<file path="src/rtl/utlb_mmu_pkg.sv">
// mmu_pkg: shared uTLB entry type, exception codes, FSM states and segment decode
package mmu_pkg;
  localparam logic [1:0] EX_NONE    = 2'b00;
  localparam logic [1:0] EX_REFILL  = 2'b01;
  localparam logic [1:0] EX_INVALID = 2'b10;
  localparam logic [1:0] EX_MOD     = 2'b11;
  typedef struct packed {
    logic        valid;
    logic [19:0] vpn;
    logic [19:0] pfn;
    logic        d;
    logic        v;
  } utlb_ent_t;
  typedef enum logic [1:0] {ST_IDLE, ST_WALK, ST_RESP} state_e;
  function automatic logic is_unmapped(input logic [31:0] a);
    return a[31:30] == 2'b10;
  endfunction
endpackage

</file>
<file path="src/rtl/utlb_mmu_if.sv">
// utlb_mmu_if: pipeline request/response bundle and joint-TLB search bundle
interface utlb_req_if;
  logic        req_valid, req_store, req_ready, resp_valid, resp_uncached;
  logic [31:0] req_vaddr, resp_paddr;
  logic [1:0]  resp_ex;
  modport master(output req_valid, req_vaddr, req_store,
                 input req_ready, resp_valid, resp_paddr, resp_uncached, resp_ex);
  modport slave(input req_valid, req_vaddr, req_store,
                output req_ready, resp_valid, resp_paddr, resp_uncached, resp_ex);
endinterface

interface jtlb_if #(parameter int VPN2_W = 19, parameter int PFN_W = 20);
  logic              s_req, s_ready, s_found, s_d, s_v, s_odd_page;
  logic [VPN2_W-1:0] s_vpn2;
  logic [PFN_W-1:0]  s_pfn;
  modport master(output s_req, s_vpn2, s_odd_page, input s_ready, s_found, s_pfn, s_d, s_v);
  modport slave(input s_req, s_vpn2, s_odd_page, output s_ready, s_found, s_pfn, s_d, s_v);
endinterface

</file>
<file path="src/rtl/utlb_mmu_cam.sv">
// utlb_cam: fully-associative uTLB storage with parallel match, victim select and flush
module utlb_cam import mmu_pkg::*; #(
  parameter int N = 4
) (
  input  logic      clk,
  input  logic      reset,
  input  logic      i_flush,
  input  logic [19:0] i_vpn,
  input  logic      i_fill,
  input  utlb_ent_t i_fill_ent,
  output logic      o_hit,
  output utlb_ent_t o_ent
);
  localparam int PW = N > 1 ? $clog2(N) : 1;
  utlb_ent_t r_ent [N];
  logic [PW-1:0] r_ptr, w_inv_idx, w_vic;
  logic w_any_inv;
  always_comb begin
    o_hit = 1'b0;
    o_ent = '0;
    w_any_inv = 1'b0;
    w_inv_idx = '0;
    for (int i = N - 1; i >= 0; i--) begin
      if (r_ent[i].valid && r_ent[i].vpn == i_vpn) begin
        o_hit = 1'b1;
        o_ent = o_ent | r_ent[i];
      end
      if (!r_ent[i].valid) begin
        w_any_inv = 1'b1;
        w_inv_idx = PW'(i);
      end
    end
  end
  assign w_vic = w_any_inv ? w_inv_idx : r_ptr;
  always_ff @(posedge clk) begin
    if (reset) begin
      r_ptr <= '0;
      for (int i = 0; i < N; i++) r_ent[i].valid <= 1'b0;
    end else if (i_flush) begin
      for (int i = 0; i < N; i++) r_ent[i].valid <= 1'b0;
    end else if (i_fill) begin
      r_ent[w_vic] <= i_fill_ent;
      if (!w_any_inv) r_ptr <= r_ptr + PW'(1);
    end
  end
endmodule

</file>
<file path="src/rtl/utlb_mmu.sv">
// utlb_mmu: address translation through a uTLB with joint-TLB walk on miss
module utlb_mmu import mmu_pkg::*; #(
  parameter int UTLB_ENTRIES = 4,
  parameter int IS_DATA      = 0,
  parameter int VPN2_W       = 19,
  parameter int PFN_W        = 20
) (
  input logic       clk,
  input logic       reset,
  input logic       i_flush,
  utlb_req_if.slave p_req,
  jtlb_if.master    p_jt
);
  state_e r_state, w_state_n;
  logic [31:0] r_vaddr, r_paddr;
  logic r_store, r_pend, r_rv, r_unc;
  logic [1:0] r_ex, w_ex;
  logic w_acc, w_unm, w_hit, w_lk_hit, w_miss, w_done, w_fill, w_st;
  logic [11:0] w_off;
  utlb_ent_t w_ent, w_fill_ent, w_src;
  utlb_cam #(.N(UTLB_ENTRIES)) u_cam (
    .clk        (clk),
    .reset      (reset),
    .i_flush    (i_flush),
    .i_vpn      (p_req.req_vaddr[31:12]),
    .i_fill     (w_fill),
    .i_fill_ent (w_fill_ent),
    .o_hit      (w_hit),
    .o_ent      (w_ent)
  );
  assign w_acc      = p_req.req_valid && r_state == ST_IDLE;
  assign w_unm      = is_unmapped(p_req.req_vaddr);
  assign w_lk_hit   = w_acc && !w_unm && w_hit && !i_flush;
  assign w_miss     = w_acc && !w_unm && !w_lk_hit;
  assign w_done     = r_state == ST_WALK && p_jt.s_ready;
  assign w_fill_ent = '{valid: 1'b1, vpn: r_vaddr[31:12], pfn: 20'(p_jt.s_pfn), d: p_jt.s_d, v: p_jt.s_v};
  assign w_fill     = w_done && p_jt.s_found && !r_pend;
  assign w_src      = w_done ? w_fill_ent : w_ent;
  assign w_off      = w_done ? r_vaddr[11:0] : p_req.req_vaddr[11:0];
  assign w_st       = IS_DATA != 0 && (w_done ? r_store : p_req.req_store);
  assign w_ex       = (w_done && !p_jt.s_found) ? EX_REFILL :
                      !w_src.v ? EX_INVALID :
                      (w_st && !w_src.d) ? EX_MOD : EX_NONE;
  always_ff @(posedge clk) begin
    if (reset) r_state <= ST_IDLE;
    else r_state <= w_state_n;
  end
  always_comb begin
    w_state_n = r_state;
    w_state_n = r_state == ST_IDLE ? (w_miss ? ST_WALK : ST_IDLE) :
                r_state == ST_WALK ? (p_jt.s_ready ? ST_RESP : ST_WALK) : ST_IDLE;
  end
  always_ff @(posedge clk) begin
    if (reset) begin
      r_rv    <= 1'b0;
      r_paddr <= '0;
      r_unc   <= 1'b0;
      r_ex    <= EX_NONE;
      r_pend  <= 1'b0;
      r_vaddr <= '0;
      r_store <= 1'b0;
    end else begin
      r_rv <= (w_acc && (w_unm || w_lk_hit)) || w_done;
      if (w_acc && w_unm) begin
        r_paddr <= {3'b000, p_req.req_vaddr[28:0]};
        r_unc   <= p_req.req_vaddr[29];
        r_ex    <= EX_NONE;
      end else if (w_lk_hit || w_done) begin
        r_paddr <= (w_done && !p_jt.s_found) ? '0 : {w_src.pfn, w_off};
        r_unc   <= 1'b0;
        r_ex    <= w_ex;
      end
      if (w_miss) begin
        r_vaddr <= p_req.req_vaddr;
        r_store <= p_req.req_store;
      end
      r_pend <= r_state == ST_RESP ? 1'b0 : r_pend || (r_state == ST_WALK && i_flush);
    end
  end
  assign p_req.req_ready     = r_state == ST_IDLE;
  assign p_req.resp_valid    = r_rv;
  assign p_req.resp_paddr    = r_paddr;
  assign p_req.resp_uncached = r_unc;
  assign p_req.resp_ex       = r_ex;
  assign p_jt.s_req          = r_state == ST_WALK;
  assign p_jt.s_vpn2         = VPN2_W'(r_vaddr[31:13]);
  assign p_jt.s_odd_page     = r_vaddr[12];
endmodule

</file>
<file path="src/flat_wrapper.sv">
// flat-port wrapper written by rule: the top's interface ports become plain ports
module utlb_mmu_flat import mmu_pkg::*;
#(
  parameter int UTLB_ENTRIES = 4,
  parameter int IS_DATA      = 0,
  parameter int VPN2_W       = 19,
  parameter int PFN_W        = 20
)
  (clk, reset, i_flush, p_req_req_valid, p_req_req_vaddr, p_req_req_store, p_req_req_ready, p_req_resp_valid, p_req_resp_paddr, p_req_resp_uncached, p_req_resp_ex, p_jt_s_req, p_jt_s_vpn2, p_jt_s_odd_page, p_jt_s_ready, p_jt_s_found, p_jt_s_pfn, p_jt_s_d, p_jt_s_v);
  utlb_req_if p_req_i ();
  jtlb_if #(.VPN2_W(VPN2_W), .PFN_W(PFN_W)) p_jt_i ();
  input logic clk;
  input logic reset;
  input logic i_flush;
  input wire logic [$bits(p_req_i.req_valid)-1:0] p_req_req_valid;
  input wire logic [$bits(p_req_i.req_vaddr)-1:0] p_req_req_vaddr;
  input wire logic [$bits(p_req_i.req_store)-1:0] p_req_req_store;
  output wire logic [$bits(p_req_i.req_ready)-1:0] p_req_req_ready;
  output wire logic [$bits(p_req_i.resp_valid)-1:0] p_req_resp_valid;
  output wire logic [$bits(p_req_i.resp_paddr)-1:0] p_req_resp_paddr;
  output wire logic [$bits(p_req_i.resp_uncached)-1:0] p_req_resp_uncached;
  output wire logic [$bits(p_req_i.resp_ex)-1:0] p_req_resp_ex;
  output wire logic [$bits(p_jt_i.s_req)-1:0] p_jt_s_req;
  output wire logic [$bits(p_jt_i.s_vpn2)-1:0] p_jt_s_vpn2;
  output wire logic [$bits(p_jt_i.s_odd_page)-1:0] p_jt_s_odd_page;
  input wire logic [$bits(p_jt_i.s_ready)-1:0] p_jt_s_ready;
  input wire logic [$bits(p_jt_i.s_found)-1:0] p_jt_s_found;
  input wire logic [$bits(p_jt_i.s_pfn)-1:0] p_jt_s_pfn;
  input wire logic [$bits(p_jt_i.s_d)-1:0] p_jt_s_d;
  input wire logic [$bits(p_jt_i.s_v)-1:0] p_jt_s_v;
  assign p_req_i.req_valid = p_req_req_valid;
  assign p_req_i.req_vaddr = p_req_req_vaddr;
  assign p_req_i.req_store = p_req_req_store;
  assign p_req_req_ready = p_req_i.req_ready;
  assign p_req_resp_valid = p_req_i.resp_valid;
  assign p_req_resp_paddr = p_req_i.resp_paddr;
  assign p_req_resp_uncached = p_req_i.resp_uncached;
  assign p_req_resp_ex = p_req_i.resp_ex;
  assign p_jt_s_req = p_jt_i.s_req;
  assign p_jt_s_vpn2 = p_jt_i.s_vpn2;
  assign p_jt_s_odd_page = p_jt_i.s_odd_page;
  assign p_jt_i.s_ready = p_jt_s_ready;
  assign p_jt_i.s_found = p_jt_s_found;
  assign p_jt_i.s_pfn = p_jt_s_pfn;
  assign p_jt_i.s_d = p_jt_s_d;
  assign p_jt_i.s_v = p_jt_s_v;
  utlb_mmu #(.UTLB_ENTRIES(UTLB_ENTRIES), .IS_DATA(IS_DATA), .VPN2_W(VPN2_W), .PFN_W(PFN_W)) u_core (.clk(clk), .reset(reset), .i_flush(i_flush), .p_req(p_req_i), .p_jt(p_jt_i));
endmodule
</file>
<file path="config.mk">
export PLATFORM = sky130hd
export DESIGN_NAME = utlb_mmu_flat
export DESIGN_NICKNAME = d
export VERILOG_FILES = /design/src/rtl/utlb_mmu_pkg.sv /design/src/rtl/utlb_mmu_if.sv /design/src/rtl/utlb_mmu_cam.sv /design/src/rtl/utlb_mmu.sv /design/src/flat_wrapper.sv
export SDC_FILE = /design/constraint.sdc
export NUM_CORES = 1
export LEC_CHECK = 0
export ABC_CLOCK_PERIOD_IN_PS = 5350
export BUFFER_PORTS_ARGS = -buffer_cell sky130_fd_sc_hd__buf_4
export CORE_MARGIN = 4
export CORE_UTILIZATION = 45
export DETAILED_ROUTE_END_ITERATION = 7
export GPL_TIMING_DRIVEN = 0
export RECOVER_POWER = 100
export SKIP_LAST_GASP = 1
export SLEW_MARGIN = 20
export SYNTH_ARGS = -nofsm -noshare
export SYNTH_HDL_FRONTEND = slang
export SYNTH_HIERARCHICAL = 1
export SYNTH_SLANG_ARGS = --single-unit
export TNS_END_PERCENT = 10
</file>
<file path="constraint.sdc">
create_clock -name clk -period 5.35 [get_ports clk]
set_input_delay 0.535 -clock clk [delete_from_list [all_inputs] [get_ports clk]]
set_output_delay 0.535 -clock clk [all_outputs]
set_load 0.05 [all_outputs]
</file>
==> impl_metrics.py, run 1 <==
metrics = {
    "run_status": {
        "run_status": "finished, violations left",
        "failing_checks": "capacitance limit, slew limit",
    },
    "final_layout": {
        "share_of_post_route_cells_with_drive_strength_above_1": 0.1403,
        "num-fill-cells": 2055,
        "mostFrequentLayoutCells": "sky130_fd_sc_hd__edfxtp_1, sky130_fd_sc_hd__clkbuf_1, sky130_fd_sc_hd__nand2_1",
        "synthToLayoutAreaGrowth_pct": 17.90,
        "utilization": 0.5396,
        "nets": 1089,
        "antenna_cells_inserted": 0,
        "layout.cells.most_common": "sky130_fd_sc_hd__edfxtp_1",
    },
    "clock_tree": {
        "worstSkewPairLatency_ns": 0.53,
        "clock_sink_count": 241,
        "cts_resized": 0,
        "cts_root_buf": "sky130_fd_sc_hd__clkbuf_16",
        "cts-buffers-inserted": 26,
        "cts.reportedPaths.clkPinSlew_ns": 0.06,
        "postCtsHoldBufs": 0,
        "tritoncts": "built",
        "cts.htree.levels": 1,
        "clockBufferDepth": 3,
        "post_cts.repair.setup_buffers": 0,
    },
    "power_and_ir_drop": {
        "clock_group_share_of_total_power": 0.426,
        "proportion_of_total_power_due_to_net_switching": 0.2397,
        "report.power.total_mw": 4.236,
        "ir_worst_vdd_v": 0.0001781,
        "p_leak_nw": 4.172,
        "internal_power_mw": 3.221,
        "net-switching-power_mw": 1.015,
        "power.sequential.fraction": 0.485,
        "power.combinational.fraction": 0.089,
        "power_density_nw_per_um2": 345.7,
    },
    "routing": {
        "drt_pre_antenna_iters": 5,
        "vias": 7585,
        "avgRoutedWirePerCell_um": 22.45,
        "drt-total-wl_mm": 29.93,
        "number_of_remaining_drc_errors": 0,
        "viasPerCell": 5.690,
        "route.antenna.remaining_nets": 0,
        "drtIter0Drc": 730,
    },
    "sta": {
        "max_clock_freq_ghz": 0.2373,
        "slew_viol_final": 64,
        "setup_viol": 0,
        "finalSetupTns_ns": 0,
        "clock_skew_ns": 0.01473,
        "worst-slew-pin-transition_ns": 1.806,
        "final.period_utilization": 0.7876,
        "rsz0062_at_grt": "no",
        "finalHoldWorstSlack_ns": 0.2690,
        "final_period_minus_worst_setup_slack_ns": 4.214,
        "timing.final.hold_violations": 0,
        "max_slew_margin": -0.2150,
    },
    "setup_path": {
        "critPathMaxStageDelay_ns": 1.50,
        "worst_path_dominant_cell_family": "simple AND/OR/NAND/NOR gates",
        "critical_path.endpoint_type": "flip-flop",
        "cp_dominant_cell_by_count": "sky130_fd_sc_hd__nand3_1",
        "critical_path_buf_inv_count": 1,
        "startpoint_kind_of_the_worst_setup_timing_path": "flip-flop",
        "path_class": "flip-flop to flip-flop",
        "critical_path.slowest_cell": "sky130_fd_sc_hd__nor4_1",
        "crit_path_cell_trace": "xnor2_2 > nand4_1 > nor4_1 > buf_6 > nand3_1 > nand3_1 > nand2b_1 > o31ai_1 > nor2_1 > a211oi_1",
        "required_ns": 5.78,
        "cp_data_arrival_time_ns": 4.64,
        "critical_path.max_fanout": 7,
    },
    "floorplan": {
        "die_height_um": 160.0,
        "boundaryPins": 119,
        "start_util": 0.4576,
        "placement_rows": 55,
        "die-width_um": 160.0,
        "design.core.area_um2": 22710,
        "fp.dieArea_um2": 25590,
    },
    "worst_hold_path": {
        "worst_hold_path_type": "primary input to flip-flop",
    },
    "logic_synthesis": {
        "synth_warnings": 6,
        "synthesis.area_um2": 10390,
        "synthesis.area_per_instance_um2": 11.90,
        "synth_cells": 873,
    },
    "job": {
        "maxCapViolations": 4,
    },
    "grt": {
        "grt_pass1_wl_mm": 45.59,
        "vias_in_the_first_global_route": 7513,
        "grt_use_total": 0.2306,
        "grt_remaining_overflow": 0,
        "grt_max_degree": 24,
        "antenna_found_initial": 1,
    },
    "place": {
        "hpwl_mm": 21.15,
        "gp_routability_congestion": 0.7962,
        "io_buffer_count": 116,
    },
}
-- per-layer routing --
metal | GRT usage | up-vias | share of wire
li1 | - | 3509 | -
met1 | 0.3407 | 3701 | 0.45
met2 | 0.3534 | 330 | 0.45
met3 | 0.04594 | 43 | 0.082
met4 | 0.05397 | 2 | 0.020
met5 | 0 | - | 0.00043
-- final timing paths --
path                             start                           to  slack (ns)  cells past startpoint
max          u_core/u_cam/r_ent[2][35]  u_core/p_req.resp_paddr[29]        1.14                     10
min                p_req_req_vaddr[10]           u_core/r_vaddr[10]        0.27                      3
max reg2reg  u_core/u_cam/r_ent[2][35]  u_core/p_req.resp_paddr[29]        1.14                     10
min reg2reg          u_core/r_vaddr[2]            u_core/r_vaddr[2]        0.46                      2
-- through the flow --
stage	std cells	instance area, µm²	setup slack, ns
final	1333	12250	1.136
after global placement	1277	11630	-0.6206
after CTS	1333	12700	1.990
after detailed placement	1285	11840	1.617
after global routing	1333	12250	0.9854
after floorplan	876	10400	1.521
-- registers in the layout (all words and copies together), names as in the netlist --
signal                      flops
u_core/p_req.resp_ex            2
u_core/p_req.resp_paddr        32
u_core/p_req.resp_uncached      1
u_core/p_req.resp_valid         1
u_core/r_pend                   1
u_core/r_state                  2
u_core/r_vaddr                 32
u_core/u_cam/r_ent            168
u_core/u_cam/r_ptr              2
-- worst min-delay path: stages --
cell and delay (ns):
sky130_fd_sc_hd__buf_4 0.11, sky130_fd_sc_hd__nand2_1 0.05, sky130_fd_sc_hd__a21oi_1 0.05
-- final cells by class --
type	count	area (µm²)	share of cell area
Timing Repair Buffer	124	675.6	0.05514
Clock buffer	33	708.2	0.05780
Multi-Input combinational cell	518	3211	0.2620
Tap cell	285	356.6	0.02910
Sequential cell	241	6506	0.5310
Clock inverter	15	156.4	0.01276
Buffer	96	560.5	0.04575
Inverter	21	78.83	0.006433
-- power by group through the flow --
stage / Sequential [mW] / Combinational (mW) / Clock (mW)
6_report: 2.06 / 0.376 / 1.80
5_1_grt: 2.06 / 0.404 / 1.91
4_1_cts: 2.06 / 0.410 / 1.83
3_5_place_dp: 2.10 / 0.408 / 0
3_3_place_gp: 2.10 / 0.403 / 0
2_1_floorplan: 2.13 / 0.202 / 0
(Power assumes the default switching activity.)
==> run 2: changes to the inputs <==
- ABC_CLOCK_PERIOD_IN_PS: 5350 -> 4200
- clock period: 5.35 -> 4.2 ns (I/O delays scaled with it)
==> run 2 against run 1 <==
Net effect: the flow now finishes without violations; critical path type unchanged; register-to-register slack got worse by 0.49 ns; power increased by 28%; cell count unchanged; count of clock-buffer cells in the layout unchanged; critical endpoint is now u_core/p_req.resp_paddr[30]; highest routed layer unchanged.
==> impl_metrics.py, run 2 (synthesized netlist as in run 1, its figures left out) <==
metrics = {
    "grt": {
        "grt_pass1_wl_mm": 45.59,
        "grt_remaining_overflow": 0,
        "grt_max_degree": 24,
        "antenna_found_initial": 1,
        "grt_use_total": 0.2306,
        "vias_in_the_first_global_route": 7513,
    },
    "sta": {
        "clock_skew_ns": 0.01177,
        "setup_viol": 0,
        "final_period_minus_worst_setup_slack_ns": 3.550,
        "slew_viol_final": 0,
        "final.period_utilization": 0.8452,
        "timing.final.hold_violations": 0,
        "max_slew_margin": 0.2416,
        "rsz0062_at_grt": "no",
        "max_clock_freq_ghz": 0.2817,
        "worst-slew-pin-transition_ns": 1.128,
    },
    "final_layout": {
        "largest_reg_flops": 168,
        "mostFrequentLayoutCells": "sky130_fd_sc_hd__edfxtp_1, sky130_fd_sc_hd__clkbuf_1, sky130_fd_sc_hd__nand2_1",
        "post_layout_cell_count": 1333,
        "antenna_cells_inserted": 0,
        "num-fill-cells": 2040,
        "share_of_post_route_cells_with_drive_strength_above_1": 0.1450,
        "layout.cells.most_common": "sky130_fd_sc_hd__edfxtp_1",
        "nets": 1089,
        "regMostFlops": "u_core/u_cam/r_ent",
        "synthToLayoutAreaGrowth_pct": 18.81,
    },
    "clock_tree": {
        "tritoncts": "built",
        "postCtsHoldBufs": 0,
        "cts_root_buf": "sky130_fd_sc_hd__clkbuf_16",
        "clock_sink_count": 241,
        "clockBufferDepth": 3,
        "worstSkewPairLatency_ns": 0.52,
        "cts.htree.levels": 1,
        "cts-buffers-inserted": 26,
        "post_cts.repair.setup_buffers": 0,
        "cts.reportedPaths.clkPinSlew_ns": 0.06,
        "cts_resized": 0,
    },
    "setup_path": {
        "worst_path_dominant_cell_family": "simple AND/OR/NAND/NOR gates",
        "cp_data_arrival_time_ns": 3.98,
        "path_class": "flip-flop to flip-flop",
        "critical_path_buf_inv_count": 1,
        "critical_path.endpoint_type": "flip-flop",
        "critical_path.slowest_cell": "sky130_fd_sc_hd__o31ai_1",
        "terminus_of_the_critical_flop_to_flop_path": "u_core/p_req.resp_paddr[30]",
        "critPathMaxStageDelay_ns": 0.93,
        "crit_path_cell_trace": "xnor2_2 > nand4_1 > nor4_4 > clkdlybuf4s25_1 > nand3_1 > nand3_1 > nand2b_1 > o31ai_1 > nor2_1 > a211oi_1",
        "critical_path.max_fanout": 7,
        "regToRegSetupSlack_ns": 0.65,
        "startpoint_kind_of_the_worst_setup_timing_path": "flip-flop",
        "reg2regPathDepth": 10,
        "worst_r2r_startpoint": "u_core/u_cam/r_ent[2][35]",
        "cp_dominant_cell_by_count": "sky130_fd_sc_hd__nand3_1",
        "required_ns": 4.63,
    },
    "power_and_ir_drop": {
        "net-switching-power_mw": 1.299,
        "power.sequential.fraction": 0.485,
        "power_density_nw_per_um2": 437.5,
        "power.combinational.fraction": 0.089,
        "ir_worst_vdd_v": 0.0002283,
        "internal_power_mw": 4.103,
        "p_leak_nw": 4.206,
        "clock_group_share_of_total_power": 0.426,
        "proportion_of_total_power_due_to_net_switching": 0.2405,
        "report.power.total_mw": 5.402,
    },
    "routing": {
        "dr_wl_met3_mm": 2.783,
        "vias": 7616,
        "drtIter0Drc": 731,
        "number_of_remaining_drc_errors": 0,
        "avgRoutedWirePerCell_um": 22.46,
        "met2_length_mm": 13.43,
        "viasPerCell": 5.713,
        "drt_pre_antenna_iters": 5,
        "wl_met1_mm": 13.13,
        "highest-signal-layer": "met5",
        "route.antenna.remaining_nets": 0,
        "drt-total-wl_mm": 29.94,
    },
    "floorplan": {
        "start_util": 0.4576,
        "placement_rows": 55,
        "design.core.area_um2": 22710,
        "fp.dieArea_um2": 25590,
        "die_height_um": 160.0,
        "die-width_um": 160.0,
        "boundaryPins": 119,
    },
    "job": {
        "maxCapViolations": 0,
    },
    "run_status": {
        "run_status": "finished clean",
    },
    "worst_hold_path": {
        "hold_path.startpoint": "p_req_req_vaddr[11]",
        "holdPathStages": 3,
        "worstHoldEndpoint": "u_core/r_vaddr[11]",
        "worst_hold_path_type": "primary input to flip-flop",
    },
    "place": {
        "hpwl_mm": 21.15,
        "gp_routability_congestion": 0.7962,
        "dp_cells": 1285,
        "io_buffer_count": 116,
    },
}
run 2: worst reg2reg max path: stages (launching register included):
cell and delay, ns:
sky130_fd_sc_hd__edfxtp_1 0.40, sky130_fd_sc_hd__xnor2_2 0.17, sky130_fd_sc_hd__nand4_1 0.25, sky130_fd_sc_hd__nor4_4 0.68
sky130_fd_sc_hd__clkdlybuf4s25_1 0.36, sky130_fd_sc_hd__nand3_1 0.06, sky130_fd_sc_hd__nand3_1 0.12, sky130_fd_sc_hd__nand2b_1 0.17
sky130_fd_sc_hd__o31ai_1 0.93, sky130_fd_sc_hd__nor2_1 0.08, sky130_fd_sc_hd__a211oi_1 0.24
run 2: final cells by class:
class / count / area (µm²) / share of cell area
flip-flops and latches: 241 / 6506 / 0.5270
multi-input cells: 518 / 3233 / 0.2619
repair buffers: 124 / 748.2 / 0.06060
clock buffers: 33 / 708.2 / 0.05736
plain buffers: 96 / 559.3 / 0.04530
well taps: 285 / 356.6 / 0.02888
clock inverters: 15 / 156.4 / 0.01267
inverters: 21 / 78.83 / 0.006384
run 2: power by group through the flow:
stage	clock network, mW	registers, mW	logic, mW
floorplan	0	2.72	0.258
CTS	2.33	2.62	0.522
global placement	0	2.67	0.513
detailed placement	0	2.67	0.520
global route	2.43	2.62	0.516
finish	2.30	2.62	0.481
run 2: worst max-delay path by stage:
stage                                         start                          end  slack [ns]  cells past startpoint
after floorplan                        p_jt_s_ready    u_core/u_cam/r_ent[2][42]        0.49                      9
after global placement                 p_jt_s_ready    u_core/u_cam/r_ent[0][42]       -1.66                     10
after detailed placement        p_req_req_vaddr[24]           u_core/r_vaddr[24]        0.58                     13
after CTS                 u_core/u_cam/r_ent[2][35]           u_core/r_vaddr[24]        0.84                     11
after global routing      u_core/u_cam/r_ent[2][31]  u_core/p_req.resp_paddr[30]        0.39                     10
final                     u_core/u_cam/r_ent[2][35]  u_core/p_req.resp_paddr[30]        0.65                     10
run 2: stage by stage:
stage	utilization	cell area, µm²	setup TNS [ns]	hold slack (ns)	setup WS, ns
after floorplan	-	10400	0	0.4366	0.4855
after global placement	0.5122	11630	-239.27	0.4423	-1.656
after detailed placement	0.5213	11840	0	0.4484	0.5818
after CTS	0.5594	12700	0	0.08416	0.8396
after global routing	0.5437	12350	0	0.1497	0.3892
final	0.5437	12350	0	0.1558	0.6501
run 2: layer usage:
layer | GRT usage | vias up
met5 | 0 | -
met4 | 0.05397 | 2
met3 | 0.04594 | 44
met2 | 0.3534 | 365
met1 | 0.3407 | 3696
li1 | - | 3509
